==> config.mk <==
export PLATFORM = sky130hd
export DESIGN_NAME = reg_wb_unit
export DESIGN_NICKNAME = d
export VERILOG_FILES = /design/src/rtl/reg_wb_pkg.sv /design/src/rtl/reg_wb_regfile.sv /design/src/rtl/reg_wb_unit.sv
export SDC_FILE = /design/constraint.sdc
export NUM_CORES = 1
export LEC_CHECK = 0
export BUFFER_PORTS_ARGS = -buffer_cell sky130_fd_sc_hd__buf_2
export CAP_MARGIN = 15
export CORE_ASPECT_RATIO = 1.4
export CORE_MARGIN = 2
export CORE_UTILIZATION = 55
export DETAILED_ROUTE_END_ITERATION = 6
export GPL_TIMING_DRIVEN = 0
export HOLD_SLACK_MARGIN = 0.15
export PLACE_DENSITY = 0.77
export SETUP_SLACK_MARGIN = 0.05
export SYNTH_ARGS = -nofsm -noshare
export SYNTH_HDL_FRONTEND = slang
export SYNTH_HIERARCHICAL = 1
export SYNTH_SLANG_ARGS = --single-unit
==> constraint.sdc <==
create_clock -name clk -period 3.4 [get_ports clk]
set_input_delay 0.68 -clock clk [delete_from_list [all_inputs] [get_ports clk]]
set_output_delay 0.68 -clock clk [all_outputs]
set_load 0.01 [all_outputs]
==> src/rtl/reg_wb_pkg.sv <==
// Shared definitions for the register write-back unit: source encodings,
// FSM state type and the register-address range helper.
package reg_wb_pkg;

    localparam logic [1:0] WB_SRC_ALU  = 2'b00;
    localparam logic [1:0] WB_SRC_LIT  = 2'b01;
    localparam logic [1:0] WB_SRC_MEM  = 2'b10;
    localparam logic [1:0] WB_SRC_NONE = 2'b11;

    typedef enum logic {
        WB_IDLE     = 1'b0,
        WB_WAIT_MEM = 1'b1
    } wb_state_e;

    // Callers zero-extend to 32 bits so the check stays meaningful for any REG_COUNT.
    function automatic logic adr_in_range(input logic [31:0] adr, input logic [31:0] count);
        return (adr < count);
    endfunction

endpackage

==> src/rtl/reg_wb_regfile.sv <==
// Register storage with one write port and two combinational read ports.
// Reads see a write committing at the coming edge; out-of-range reads return 0.
module reg_wb_regfile
    import reg_wb_pkg::*;
#(
    parameter int DATA_WIDTH = 8,
    parameter int REG_COUNT  = 8,
    parameter int ADR_WIDTH  = $clog2(REG_COUNT)
) (
    input  logic                  clk,
    input  logic                  rst_n,
    input  logic                  wr_en,
    input  logic [ADR_WIDTH-1:0]  wr_adr,
    input  logic [DATA_WIDTH-1:0] wr_data,
    input  logic [ADR_WIDTH-1:0]  rd_adr_a,
    input  logic [ADR_WIDTH-1:0]  rd_adr_b,
    output logic [DATA_WIDTH-1:0] rd_data_a,
    output logic [DATA_WIDTH-1:0] rd_data_b
);

    logic [DATA_WIDTH-1:0] regs_r [REG_COUNT];
    logic                  wr_ok_s;
    logic                  rd_ok_a_s;
    logic                  rd_ok_b_s;

    assign wr_ok_s   = wr_en && adr_in_range(32'(wr_adr), 32'(REG_COUNT));
    assign rd_ok_a_s = adr_in_range(32'(rd_adr_a), 32'(REG_COUNT));
    assign rd_ok_b_s = adr_in_range(32'(rd_adr_b), 32'(REG_COUNT));

    // Storage array: cleared on reset, written only for in-range addresses.
    always_ff @(posedge clk or negedge rst_n) begin
        if (!rst_n) begin
            for (int i = 0; i < REG_COUNT; i++) begin
                regs_r[i] <= '0;
            end
        end else if (wr_ok_s) begin
            regs_r[wr_adr] <= wr_data;
        end
    end

    // Read port A with same-cycle write bypass.
    always_comb begin
        rd_data_a = '0;
        if (rd_ok_a_s) begin
            if (wr_ok_s && (wr_adr == rd_adr_a)) begin
                rd_data_a = wr_data;
            end else begin
                rd_data_a = regs_r[rd_adr_a];
            end
        end else begin
            rd_data_a = '0;
        end
    end

    // Read port B with same-cycle write bypass.
    always_comb begin
        rd_data_b = '0;
        if (rd_ok_b_s) begin
            if (wr_ok_s && (wr_adr == rd_adr_b)) begin
                rd_data_b = wr_data;
            end else begin
                rd_data_b = regs_r[rd_adr_b];
            end
        end else begin
            rd_data_b = '0;
        end
    end

endmodule

==> src/rtl/reg_wb_unit.sv <==
// Register write-back unit: selects ALU / literal / memory-load data, sequences
// loads through a bounded wait, and commits into the register file.
module reg_wb_unit
    import reg_wb_pkg::*;
#(
    parameter int DATA_WIDTH  = 8,
    parameter int REG_COUNT   = 8,
    parameter int ADR_WIDTH   = $clog2(REG_COUNT),
    parameter int MEM_TIMEOUT = 16
) (
    input  logic                  clk,
    input  logic                  rst_n,
    input  logic                  wr_en,
    input  logic [1:0]            wr_sel,
    input  logic [ADR_WIDTH-1:0]  wr_adr,
    input  logic [DATA_WIDTH-1:0] result,
    input  logic [DATA_WIDTH-1:0] literal_adr,
    input  logic [DATA_WIDTH-1:0] mem_data,
    input  logic                  mem_valid,
    input  logic [ADR_WIDTH-1:0]  rd_adr_a,
    input  logic [ADR_WIDTH-1:0]  rd_adr_b,
    output logic [DATA_WIDTH-1:0] rd_data_a,
    output logic [DATA_WIDTH-1:0] rd_data_b,
    output logic [DATA_WIDTH-1:0] reg_val,
    output logic                  wr_done,
    output logic                  busy,
    output logic                  mem_err
);

    localparam int               CNT_W    = (MEM_TIMEOUT > 1) ? $clog2(MEM_TIMEOUT) : 1;
    localparam logic [CNT_W-1:0] CNT_LAST = CNT_W'(MEM_TIMEOUT - 1);

    wb_state_e             state_r;
    wb_state_e             state_nxt_s;
    logic [CNT_W-1:0]      cnt_r;
    logic [CNT_W-1:0]      cnt_nxt_s;
    logic [ADR_WIDTH-1:0]  pend_adr_r;
    logic [ADR_WIDTH-1:0]  pend_adr_nxt_s;
    logic [DATA_WIDTH-1:0] reg_val_r;
    logic                  wr_done_r;
    logic                  mem_err_r;
    logic                  mem_err_nxt_s;
    logic                  req_ok_s;
    logic                  commit_s;
    logic [ADR_WIDTH-1:0]  wb_adr_s;
    logic [DATA_WIDTH-1:0] wb_data_s;

    // Out-of-range destinations are rejected at request time, loads included.
    assign req_ok_s = wr_en && adr_in_range(32'(wr_adr), 32'(REG_COUNT));

    // Next-state, source select and timeout logic.
    always_comb begin
        state_nxt_s    = state_r;
        cnt_nxt_s      = cnt_r;
        pend_adr_nxt_s = pend_adr_r;
        mem_err_nxt_s  = mem_err_r;
        commit_s       = 1'b0;
        wb_adr_s       = wr_adr;
        wb_data_s      = result;
        case (state_r)
            WB_IDLE: begin
                if (req_ok_s) begin
                    case (wr_sel)
                        WB_SRC_ALU: begin
                            commit_s  = 1'b1;
                            wb_data_s = result;
                        end
                        WB_SRC_LIT: begin
                            commit_s  = 1'b1;
                            wb_data_s = literal_adr;
                        end
                        WB_SRC_MEM: begin
                            state_nxt_s    = WB_WAIT_MEM;
                            pend_adr_nxt_s = wr_adr;
                            cnt_nxt_s      = '0;
                        end
                        default: begin
                            commit_s = 1'b0;
                        end
                    endcase
                end else begin
                    commit_s = 1'b0;
                end
            end
            WB_WAIT_MEM: begin
                // Load data wins over an expiring timeout in the same cycle.
                if (mem_valid) begin
                    commit_s    = 1'b1;
                    wb_adr_s    = pend_adr_r;
                    wb_data_s   = mem_data;
                    state_nxt_s = WB_IDLE;
                end else if (cnt_r == CNT_LAST) begin
                    state_nxt_s   = WB_IDLE;
                    mem_err_nxt_s = 1'b1;
                end else begin
                    cnt_nxt_s = cnt_r + CNT_W'(1);
                end
            end
            default: begin
                state_nxt_s = WB_IDLE;
            end
        endcase
    end

    // FSM state, timeout counter and pending load address.
    always_ff @(posedge clk or negedge rst_n) begin
        if (!rst_n) begin
            state_r    <= WB_IDLE;
            cnt_r      <= '0;
            pend_adr_r <= '0;
        end else begin
            state_r    <= state_nxt_s;
            cnt_r      <= cnt_nxt_s;
            pend_adr_r <= pend_adr_nxt_s;
        end
    end

    // Registered commit status outputs; mem_err is sticky until reset.
    always_ff @(posedge clk or negedge rst_n) begin
        if (!rst_n) begin
            reg_val_r <= '0;
            wr_done_r <= 1'b0;
            mem_err_r <= 1'b0;
        end else begin
            reg_val_r <= commit_s ? wb_data_s : reg_val_r;
            wr_done_r <= commit_s;
            mem_err_r <= mem_err_nxt_s;
        end
    end

    assign reg_val = reg_val_r;
    assign wr_done = wr_done_r;
    assign mem_err = mem_err_r;
    assign busy    = (state_r == WB_WAIT_MEM);

    reg_wb_regfile #(
        .DATA_WIDTH (DATA_WIDTH),
        .REG_COUNT  (REG_COUNT),
        .ADR_WIDTH  (ADR_WIDTH)
    ) u_regfile (
        .clk       (clk),
        .rst_n     (rst_n),
        .wr_en     (commit_s),
        .wr_adr    (wb_adr_s),
        .wr_data   (wb_data_s),
        .rd_adr_a  (rd_adr_a),
        .rd_adr_b  (rd_adr_b),
        .rd_data_a (rd_data_a),
        .rd_data_b (rd_data_b)
    );

endmodule

==> results.txt, run 1 <==
outcome = complete, no violations
Routed Antenna Nets = 0
Slew @ Worst Pin = 906 ps
initial DRC count = 227
# IOs = 66
CP max stage cell = mux2_2
Final WS setup = 138 ps
max layer used = met4
Worst Skew = 4.51 ps
Clock Tree Root = clkbuf_16
final worst-path cycle share = 95.9%
adder-cell area share of the yosys netlist = 0.251%
met2 WL = 5.99 mm
Mapped Cells = 343
Die Y = 117 um
post-detail-place hpwl = 7.89 mm
remaining global-route overflow = 0
port buffer count = 58
post-route minimum period = 3260 ps
pre-CTS setup slack = -446 ps
Reg clk slew, reported paths = 60 ps
max-slew violations = 0
fin nets = 458
Leakage = 0.00260 uW
Power Density = 661 nW/um2
Post-Syn Area = 4980 um2
CP Max Fanout = 10
Worst Hold Class = primary input to async pin
antenna cells = 0
first drt pass iteration count = 4
final setup violation count = 0
R2R depth = 8
Routed WL per cell = 21.4 um
family with the most delay on the worst path = multiplexers
wire length on met3 = 631 um
drt drc = 0
Initial Util = 55.8%
synthesis-to-finish area growth = 16.2%
Crit path depth = 9
Netlist cell types = 41
Die Width = 84.5 um
CP dominant cell by count = mux2_2
post-DR vias/cell = 6.30
first-pass GRT wire length = 18.0 mm
WP data required = 2720 ps
CP Buf/Inv Count = 4
Fmax = 0.307 GHz
number of global-route vias before repair = 3395
total die area = 9850 um2
WL final = 11.3 mm
overall power = 3830 uW
FP Rows = 41
share of layout cells above drive strength 1 = 52.2%
mean area per synthesized cell = 14.5 um2
post-synthesis sequential area ratio = 41.2%
CP startpoint kind = primary input
Post-Synth XOR/XNOR Area = 1.05%
crit-path cells = buf_6 -> and2_2 -> mux2_2 -> clkbuf_1 -> xnor2_1 -> nand4_1 -> buf_4 -> mux2_2 -> buf_2
max_cap viols = 0
syn_nets = 383
CTS Buffer Depth = 2
VDD IR-drop max = 391 uV
Tot GR Track Use = 23.9%
total number of vias = 3337
Clk Latency, worst-skew pair = 340 ps
Worst slew margin = 39.3%
CTS buffer count = 9
clock sinks = 82
multiplexer share of the synthesized area = 43.6%
Synth Area in Simple Gates = 6.73%
unrepaired setup endpoints after global routing = false
largest net degree at the start of global routing = 69
CTS tree = built
main combinational cell family by area after synthesis = multiplexers
# fillers = 680
Synth Area in Compound Gates = 2.69%
YS warnings = 6
Data arrival, critical path = 2580 ps
initial antenna violation count = 0
placer congestion estimate = 0.779
crit path kind = primary input to primary output
final hold viol count = 0
most frequent cells in the layout = mux2_2 (96), dfrtp_1 (81), buf_2 (59), mux2i_1 (26), mux4_1 (18)
Metal-1 WL = 4.44 mm
H-Tree Depth = 3
CP endpoint kind = primary output
Yosys reg bits = 82
most common cell after layout, fill and taps aside = mux2_2
max incr delay on CP = 360 ps
Core Area = 8930 um2
-- synth_stat cells, drive strengths merged --
library cell | number | area (um2)
mux2 | 99 | 1130
dfrtp | 82 | 2050
mux4 | 32 | 788
mux2i | 26 | 260
buf | 20 | 166
nand2 | 13 | 48.8
clkbuf | 9 | 53.8
nand3b | 9 | 67.6
a21oi | 8 | 43.8
o31ai | 8 | 65.1
xnor2 | 6 | 52.6
nand3 | 5 | 25.0
nand4 | 3 | 18.8
nand4b | 3 | 26.3
nor3 | 3 | 25.0
nor3b | 3 | 43.8
nand2b | 2 | 12.5
o21ai | 2 | 10.0
a21o | 1 | 7.51
and2 | 1 | 7.51
and2b | 1 | 7.51
and3 | 1 | 6.26
and4bb | 1 | 12.5
ha | 1 | 12.5
inv | 1 | 3.75
nand4bb | 1 | 27.5
o211ai | 1 | 7.51
or2 | 1 | 6.26
-- kinds of logic after synthesis --
kind of cell               count (synthesis)
AOI/OAI and AO/OA                         20
xor gates and xnor gates                   6
adders and majority gates                  1
buffers and inverters                     30
DFF                                       82
muxes                                    157
and+or+nand+nor                           47
-- sequential cells by signal (all words and copies together), names as in the netlist --
| register | count |
|---|---|
| u_regfile/regs_r | 64 |
| reg_val | 8 |
| cnt_r | 4 |
| pend_adr_r | 3 |
| busy | 1 |
| mem_err | 1 |
| wr_done | 1 |
-- metrics by stage --
step           instance area [um2]  std cells  util (%)  setup TNS, ps  hold slack (ps)
3_3_place_gp                  5410        508      60.6          -6170              440
6_report                      5790        530      64.9              0              196
2_1_floorplan                 4980        343         -              0              384
4_1_cts                       5770        528      64.7              0              197
3_5_place_dp                  5440        509      60.9          -6710              442
5_1_grt                       5790        530      64.9              0              204
-- area by class of cell --
| type | instances | area (um2) | share of cell area, % |
|---|---|---|---|
| clock buffer | 12 | 256 | 4.43 |
| tap | 107 | 134 | 2.31 |
| timing repair buffer | 66 | 373 | 6.44 |
| clock inverter | 4 | 50.0 | 0.864 |
| buffer | 27 | 214 | 3.69 |
| inverter | 1 | 3.75 | 0.0648 |
| sequential | 82 | 2050 | 35.4 |
| multi-input combinational | 231 | 2710 | 46.8 |
-- routing by layer --
metal	up-vias	global-route usage, %
met5	-	0
met4	0	10.2
met3	27	3.89
met2	131	42.8
met1	1689	28.7
li1	1490	-
-- where the power goes --
group | switching [uW] | internal [uW]
logic | 473 | 797
clock network | 379 | 607
registers | 243 | 1330
-- path summary, 6_finish.rpt --
check	slack, ps	start	endpoint
setup reg to reg	540	busy	u_regfile/regs_r[41]
hold / removal	200	rst_n	cnt_r[1]
hold reg to reg	450	mem_err	mem_err
setup / recovery	140	mem_valid	rd_data_a[3]
max in group asynchronous	2610	rst_n	u_regfile/regs_r[37]
min in group clk	450	mem_err	mem_err
-- what timing repair did --
action,4_1_cts,5_1_grt
endpoints found under the setup margin,16,16
buffers inserted,4,3
cloned,0,0
resized for setup,2,0
hold buffers,0,0
pin swaps,1,0
Power figures use the tool's default switching activity.
==> run 2: changes to the inputs <==
Settings changed: CTS_BUF_LIST set to sky130_fd_sc_hd__clkbuf_16.
==> run 2 against run 1 <==
Net effect: worst setup slack improved by 21 ps; wire length decreased by 0.83%; critical path depth unchanged; final cell count unchanged; sequential power about the same; die area unchanged; total power decreased by 1.5%; final area decreased by 0.35%; via count decreased by 0.72%; hold slack improved by 6.5 ps; clock power decreased by 5.7%; largest cell class unchanged.
==> results.txt, run 2 (synthesized netlist as in run 1, its figures left out) <==
DP Area = 5440 um2 (unchanged)
largest net degree at the start of global routing = 69 (unchanged)
CP Max Fanout = 10 (unchanged)
outcome = complete, no violations (unchanged)
CTS buffer count = 9 (unchanged)
hold_buf cts = 0 (unchanged)
Worst slew margin = 39.0% (was 39.3%)
CTS tree = built (unchanged)
FP Rows = 41 (unchanged)
max-slew violations = 0 (unchanged)
Core Area = 8930 um2 (unchanged)
most frequent cells in the layout = mux2_2 (96), dfrtp_1 (81), buf_2 (59), mux2i_1 (26), mux4_1 (18) (unchanged)
pre-CTS setup slack = -446 ps (unchanged)
Placed Cells = 509 (unchanged)
WP data required = 2720 ps (about the same)
Reg clk slew, reported paths = 60 ps (about the same)
Data arrival, critical path = 2560 ps (was 2580 ps)
first-pass GRT wire length = 17.9 mm (was 18.0 mm)
CTS Buffer Depth = 2 (unchanged)
Fmax = 0.309 GHz (was 0.307 GHz)
fin nets = 458 (unchanged)
port buffer count = 58 (unchanged)
most common cell after layout, fill and taps aside = mux2_2 (unchanged)
unrepaired setup endpoints after global routing = false (unchanged)
Clock Tree Root = clkbuf_16 (unchanged)
hold_ws = 202 ps (was 196 ps)
antenna cells = 0 (unchanged)
final setup violation count = 0 (unchanged)
post-route minimum period = 3240 ps (was 3260 ps)
clock sinks = 82 (unchanged)
Non-Filler Instances = 530 (unchanged)
post-detail-place hpwl = 7.89 mm (unchanged)
# IOs = 66 (unchanged)
Leakage = 0.00259 uW (was 0.00260 uW)
VDD IR-drop max = 368 uV (was 391 uV)
Power Density = 654 nW/um2 (was 661 nW/um2)
Slew @ Worst Pin = 912 ps (was 906 ps)
CP endpoint kind = primary output (unchanged)
total number of vias = 3313 (was 3337)
Initial Util = 55.8% (unchanged)
Tot GR Track Use = 23.9% (about the same)
number of global-route vias before repair = 3392 (was 3395)
synthesis-to-finish area growth = 15.8% (was 16.2%)
Final WS setup = 159 ps (was 138 ps)
total die area = 9850 um2 (unchanged)
share of layout cells above drive strength 1 = 51.8% (was 52.2%)
H-Tree Depth = 3 (unchanged)
Die Y = 117 um (unchanged)
max reg flops = 64 (unchanged)
WL final = 11.2 mm (was 11.3 mm)
first drt pass iteration count = 4 (unchanged)
final hold viol count = 0 (unchanged)
Routed WL per cell = 21.2 um (was 21.4 um)
final worst-path cycle share = 95.3% (was 95.9%)
design area = 5770 um2 (was 5790 um2)
Die Width = 84.5 um (unchanged)
Clk Latency, worst-skew pair = 330 ps (was 340 ps)
placer congestion estimate = 0.779 (unchanged)
crit path kind = primary input to primary output (unchanged)
Routed Antenna Nets = 0 (unchanged)
Biggest register = u_regfile/regs_r (unchanged)
initial antenna violation count = 0 (unchanged)
max_cap viols = 0 (unchanged)
post-DR vias/cell = 6.25 (was 6.30)
remaining global-route overflow = 0 (unchanged)
Worst Skew = 4.49 ps (was 4.51 ps)
drt drc = 0 (unchanged)
Worst Hold Class = primary input to async pin (unchanged)
initial DRC count = 199 (was 227)
CP startpoint kind = primary input (unchanged)
-- run 2: changes by cell type in the layout (fill, tap and decap cells not counted), sizes merged --
| cell | before | now |
|---|---|---|
| clkinv | 1 | 3 |
| clkbuf | 19 | 16 |
| inv | 1 | 2 |
-- run 2: worst paths after layout --
check                                from                   end  slack (ps)  cells past startpoint
worst min register to register    mem_err               mem_err         450                      1
worst max register to register       busy  u_regfile/regs_r[50]         570                      8
worst max-delay path            mem_valid          rd_data_a[3]         160                      9
max in group asynchronous           rst_n  u_regfile/regs_r[37]        2610                      2
worst min-delay path                rst_n              cnt_r[1]         200                      1
min in group clk                  mem_err               mem_err         450                      1
-- run 2: through the flow --
stage | total power, uW | util [%] | setup TNS, ps
after CTS | 3800 | 64.5 | 0
after floorplan | 2460 | - | 0
after global placement | 2750 | 60.6 | -6170
after global routing | 3990 | 64.7 | 0
final | 3770 | 64.7 | 0
after detailed placement | 2840 | 60.9 | -6710
-- run 2: final cells by class --
class	instances	area, um2
fill	685	3150
multi-input combinational	231	2710
sequential	82	2050
timing repair buffer	66	373
clock buffer	9	225
buffer	27	214
tap	107	134
clock inverter	7	61.3
inverter	1	3.75
-- run 2: where the power goes --
part	switching (uW)	internal, uW	total (uW)	leakage (uW)
sequential	244	1330	1580	0.000999
combinational	470	797	1270	0.00145
clock	371	559	930	0.000138
total	1090	2690	3770	0.00259
-- run 2: metal layers --
layer	vias to the layer above	global-route usage (%)	wire length, um
met5	-	0	0
met4	0	10.4	282
met2	114	42.6	5930
li1	1483	-	-
met3	23	3.82	573
met1	1693	28.8	4450
-- run 2: repair_timing --
action | in CTS | in global routing
endpoints found under the setup margin | 16 | 16
resized for setup | 2 | 0
buffers inserted | 4 | 3
hold endpoints to repair | 0 | 0
pin swaps | 1 | 0
-- run 2: worst max-delay path, stage by stage --
cell      delay (ps)
buf_6            130
and2_2           220
clkbuf_8         170
mux2_4           370
xnor2_1          150
nand4_1          140
buf_4            180
mux2_2           360
buf_2            140
==> run 3: changes to the inputs <==
Settings changed: CORE_UTILIZATION 55 to 58, PLACE_DENSITY 0.77 to 0.8.
==> run 3 against run 2 <==
Net effect: total power rose by 2.3%; wire length increased by 2.9%; flip-flop and latch count did not move; worst setup slack worse by 38 ps; register-to-register slack gained 60 ps; first-iteration DRC count rose by 27%; sequential share of layout area is essentially flat; clock-buffer cell count did not move; combinational power barely moved; via count increased by 1.1%; critical endpoint is now rd_data_a[4]; largest power group unchanged.
==> results.txt, run 3 (synthesized netlist as in run 1, its figures left out) <==
outcome = complete, no violations (unchanged)
Die Width = 82.4 um (was 84.5 um)
FP Rows = 40 (was 41)
initial DRC count = 253 (was 199)
post-DR vias/cell = 6.38 (was 6.25)
logic gate share of total power = 32.9% (was 33.6%)
WP data required = 2720 ps (about the same)
CP Buf/Inv Count = 4 (unchanged)
max incr delay on CP = 380 ps (was 370 ps)
CP Max Fanout = 10 (unchanged)
largest net degree at the start of global routing = 55 (was 69)
internal power = 2760 uW (was 2690 uW)
max-slew violations = 0 (unchanged)
post-detail-place hpwl = 7.80 mm (was 7.89 mm)
CTS tree = built (unchanged)
most common cell after layout, fill and taps aside = mux2_2 (unchanged)
Net Sw Frac = 28.4% (was 28.8%)
R2R depth = 7 (was 8)
Die Y = 114 um (was 117 um)
remaining global-route overflow = 0 (unchanged)
hold_ws = 272 ps (was 202 ps)
CTS Buffer Depth = 2 (unchanged)
WL final = 11.6 mm (was 11.2 mm)
VDD IR-drop max = 403 uV (was 368 uV)
Leakage = 0.00260 uW (was 0.00259 uW)
first drt pass iteration count = 4 (unchanged)
fin nets = 455 (was 458)
max_cap viols = 0 (unchanged)
total number of vias = 3351 (was 3313)
port buffer count = 58 (unchanged)
Clk pwr share = 26.3% (was 24.7%)
CTS buffer count = 9 (unchanged)
CP max stage cell = mux2_4 (unchanged)
Worst Hold Class = primary input to async pin (unchanged)
first-pass GRT wire length = 17.9 mm (about the same)
crit-path cells = buf_6 -> and2_2 -> clkbuf_8 -> mux2_4 -> xnor2_1 -> nand4_1 -> buf_4 -> mux2_2 -> buf_2 (unchanged)
DP Area = 5440 um2 (about the same)
Seq pwr share = 40.8% (was 41.7%)
r2r setup slk = 630 ps (was 570 ps)
drt drc = 0 (unchanged)
Reg clk slew, reported paths = 60 ps (about the same)
Worst slew margin = 31.2% (was 39.0%)
share of layout cells above drive strength 1 = 51.9% (was 51.8%)
final worst-path cycle share = 96.5% (was 95.3%)
post-route minimum period = 3280 ps (was 3240 ps)
Data arrival, critical path = 2600 ps (was 2560 ps)
most frequent cells in the layout = mux2_2 (96), dfrtp_1 (81), buf_2 (59), mux2i_1 (26), mux4_1 (18) (unchanged)
Routed WL per cell = 22.0 um (was 21.2 um)
H-Tree Depth = 3 (unchanged)
number of global-route vias before repair = 3501 (was 3392)
Core Area = 8460 um2 (was 8930 um2)
CP endpoint kind = primary output (unchanged)
design area = 5780 um2 (was 5770 um2)
antenna cells = 0 (unchanged)
final setup violation count = 0 (unchanged)
initial antenna violation count = 0 (unchanged)
Slew @ Worst Pin = 1030 ps (was 912 ps)
Fmax = 0.305 GHz (was 0.309 GHz)
synthesis-to-finish area growth = 16.0% (was 15.8%)
crit path kind = primary input to primary output (unchanged)
Tot GR Track Use = 26.1% (was 23.9%)
total die area = 9360 um2 (was 9850 um2)
Worst Skew = 5.64 ps (was 4.49 ps)
worst setup path startpoint = mem_valid (unchanged)
Power Density = 668 nW/um2 (was 654 nW/um2)
# IOs = 66 (unchanged)
final hold viol count = 0 (unchanged)
CP startpoint kind = primary input (unchanged)
unrepaired setup endpoints after global routing = true (was false)
NetSw = 1100 uW (was 1090 uW)
Initial Util = 58.9% (was 55.8%)
Clk Latency, worst-skew pair = 330 ps (about the same)
origin of the critical flop-to-flop path = busy (unchanged)
family with the most delay on the worst path = multiplexers (unchanged)
Biggest register = u_regfile/regs_r (unchanged)
Routed Antenna Nets = 0 (unchanged)
Crit path depth = 9 (unchanged)
max reg flops = 64 (unchanged)
Clock Tree Root = clkbuf_16 (unchanged)
placer congestion estimate = 0.769 (was 0.779)
clock sinks = 82 (unchanged)
-- run 3: cell count changes in the layout (fill, tap and decap cells not counted), sizes merged --
cell,previous run,this run
inv,2,3
bufinv,1,2
clkbuf,16,13
clkinv,3,1
-- run 3: path summary, 6_finish.rpt --
kind	to
hold reg to reg	mem_err
hold / removal	cnt_r[0]
max in group asynchronous	u_regfile/regs_r[11]
setup / recovery	rd_data_a[4]
setup reg to reg	u_regfile/regs_r[43]
min in group clk	mem_err
-- run 3: metal layers --
layer	vias up	GRT usage (%)	wire [um]
met2	112	45.3	6250
met5	-	0	0
met3	23	3.56	556
met1	1735	32.5	4500
met4	0	9.89	261
li1	1481	-	-
-- run 3: stage by stage --
stage | setup WS [ps] | cells | setup TNS, ps | total power, uW | util [%]
2_1_floorplan | 158 | 343 | 0 | 2460 | -
3_3_place_gp | -439 | 506 | -6450 | 2750 | 63.9
3_5_place_dp | -472 | 507 | -7110 | 2830 | 64.3
4_1_cts | 126 | 524 | 0 | 3870 | 68.2
5_1_grt | 49.4 | 525 | 0 | 4060 | 68.3
6_report | 121 | 525 | 0 | 3860 | 68.3
-- run 3: power by group through the flow --
stage / Clock, uW / Combinational (uW) / Sequential [uW]
after floorplan: 0 / 951 / 1510
after global placement: 0 / 1210 / 1530
after detailed placement: 0 / 1260 / 1570
after CTS: 1030 / 1280 / 1570
after global routing: 1080 / 1370 / 1620
final: 1020 / 1270 / 1570
-- run 3: what timing repair did --
| action | CTS | global route |
|---|---|---|
| resized for setup | 1 | 2 |
| setup buffers | 3 | 3 |
| endpoints found under the setup margin | 16 | 16 |
| hold buffers | 0 | 0 |
| pin swaps | 1 | 0 |
-- run 3: layout make-up --
| type | instances | area (um2) |
|---|---|---|
| buffer | 25 | 206 |
| clock buffer | 9 | 225 |
| clock inverter | 7 | 86.3 |
| fill | 619 | 2680 |
| inverter | 1 | 3.75 |
| multi-input combinational | 231 | 2710 |
| sequential | 82 | 2050 |
| tap | 105 | 131 |
| timing repair buffer | 65 | 365 |
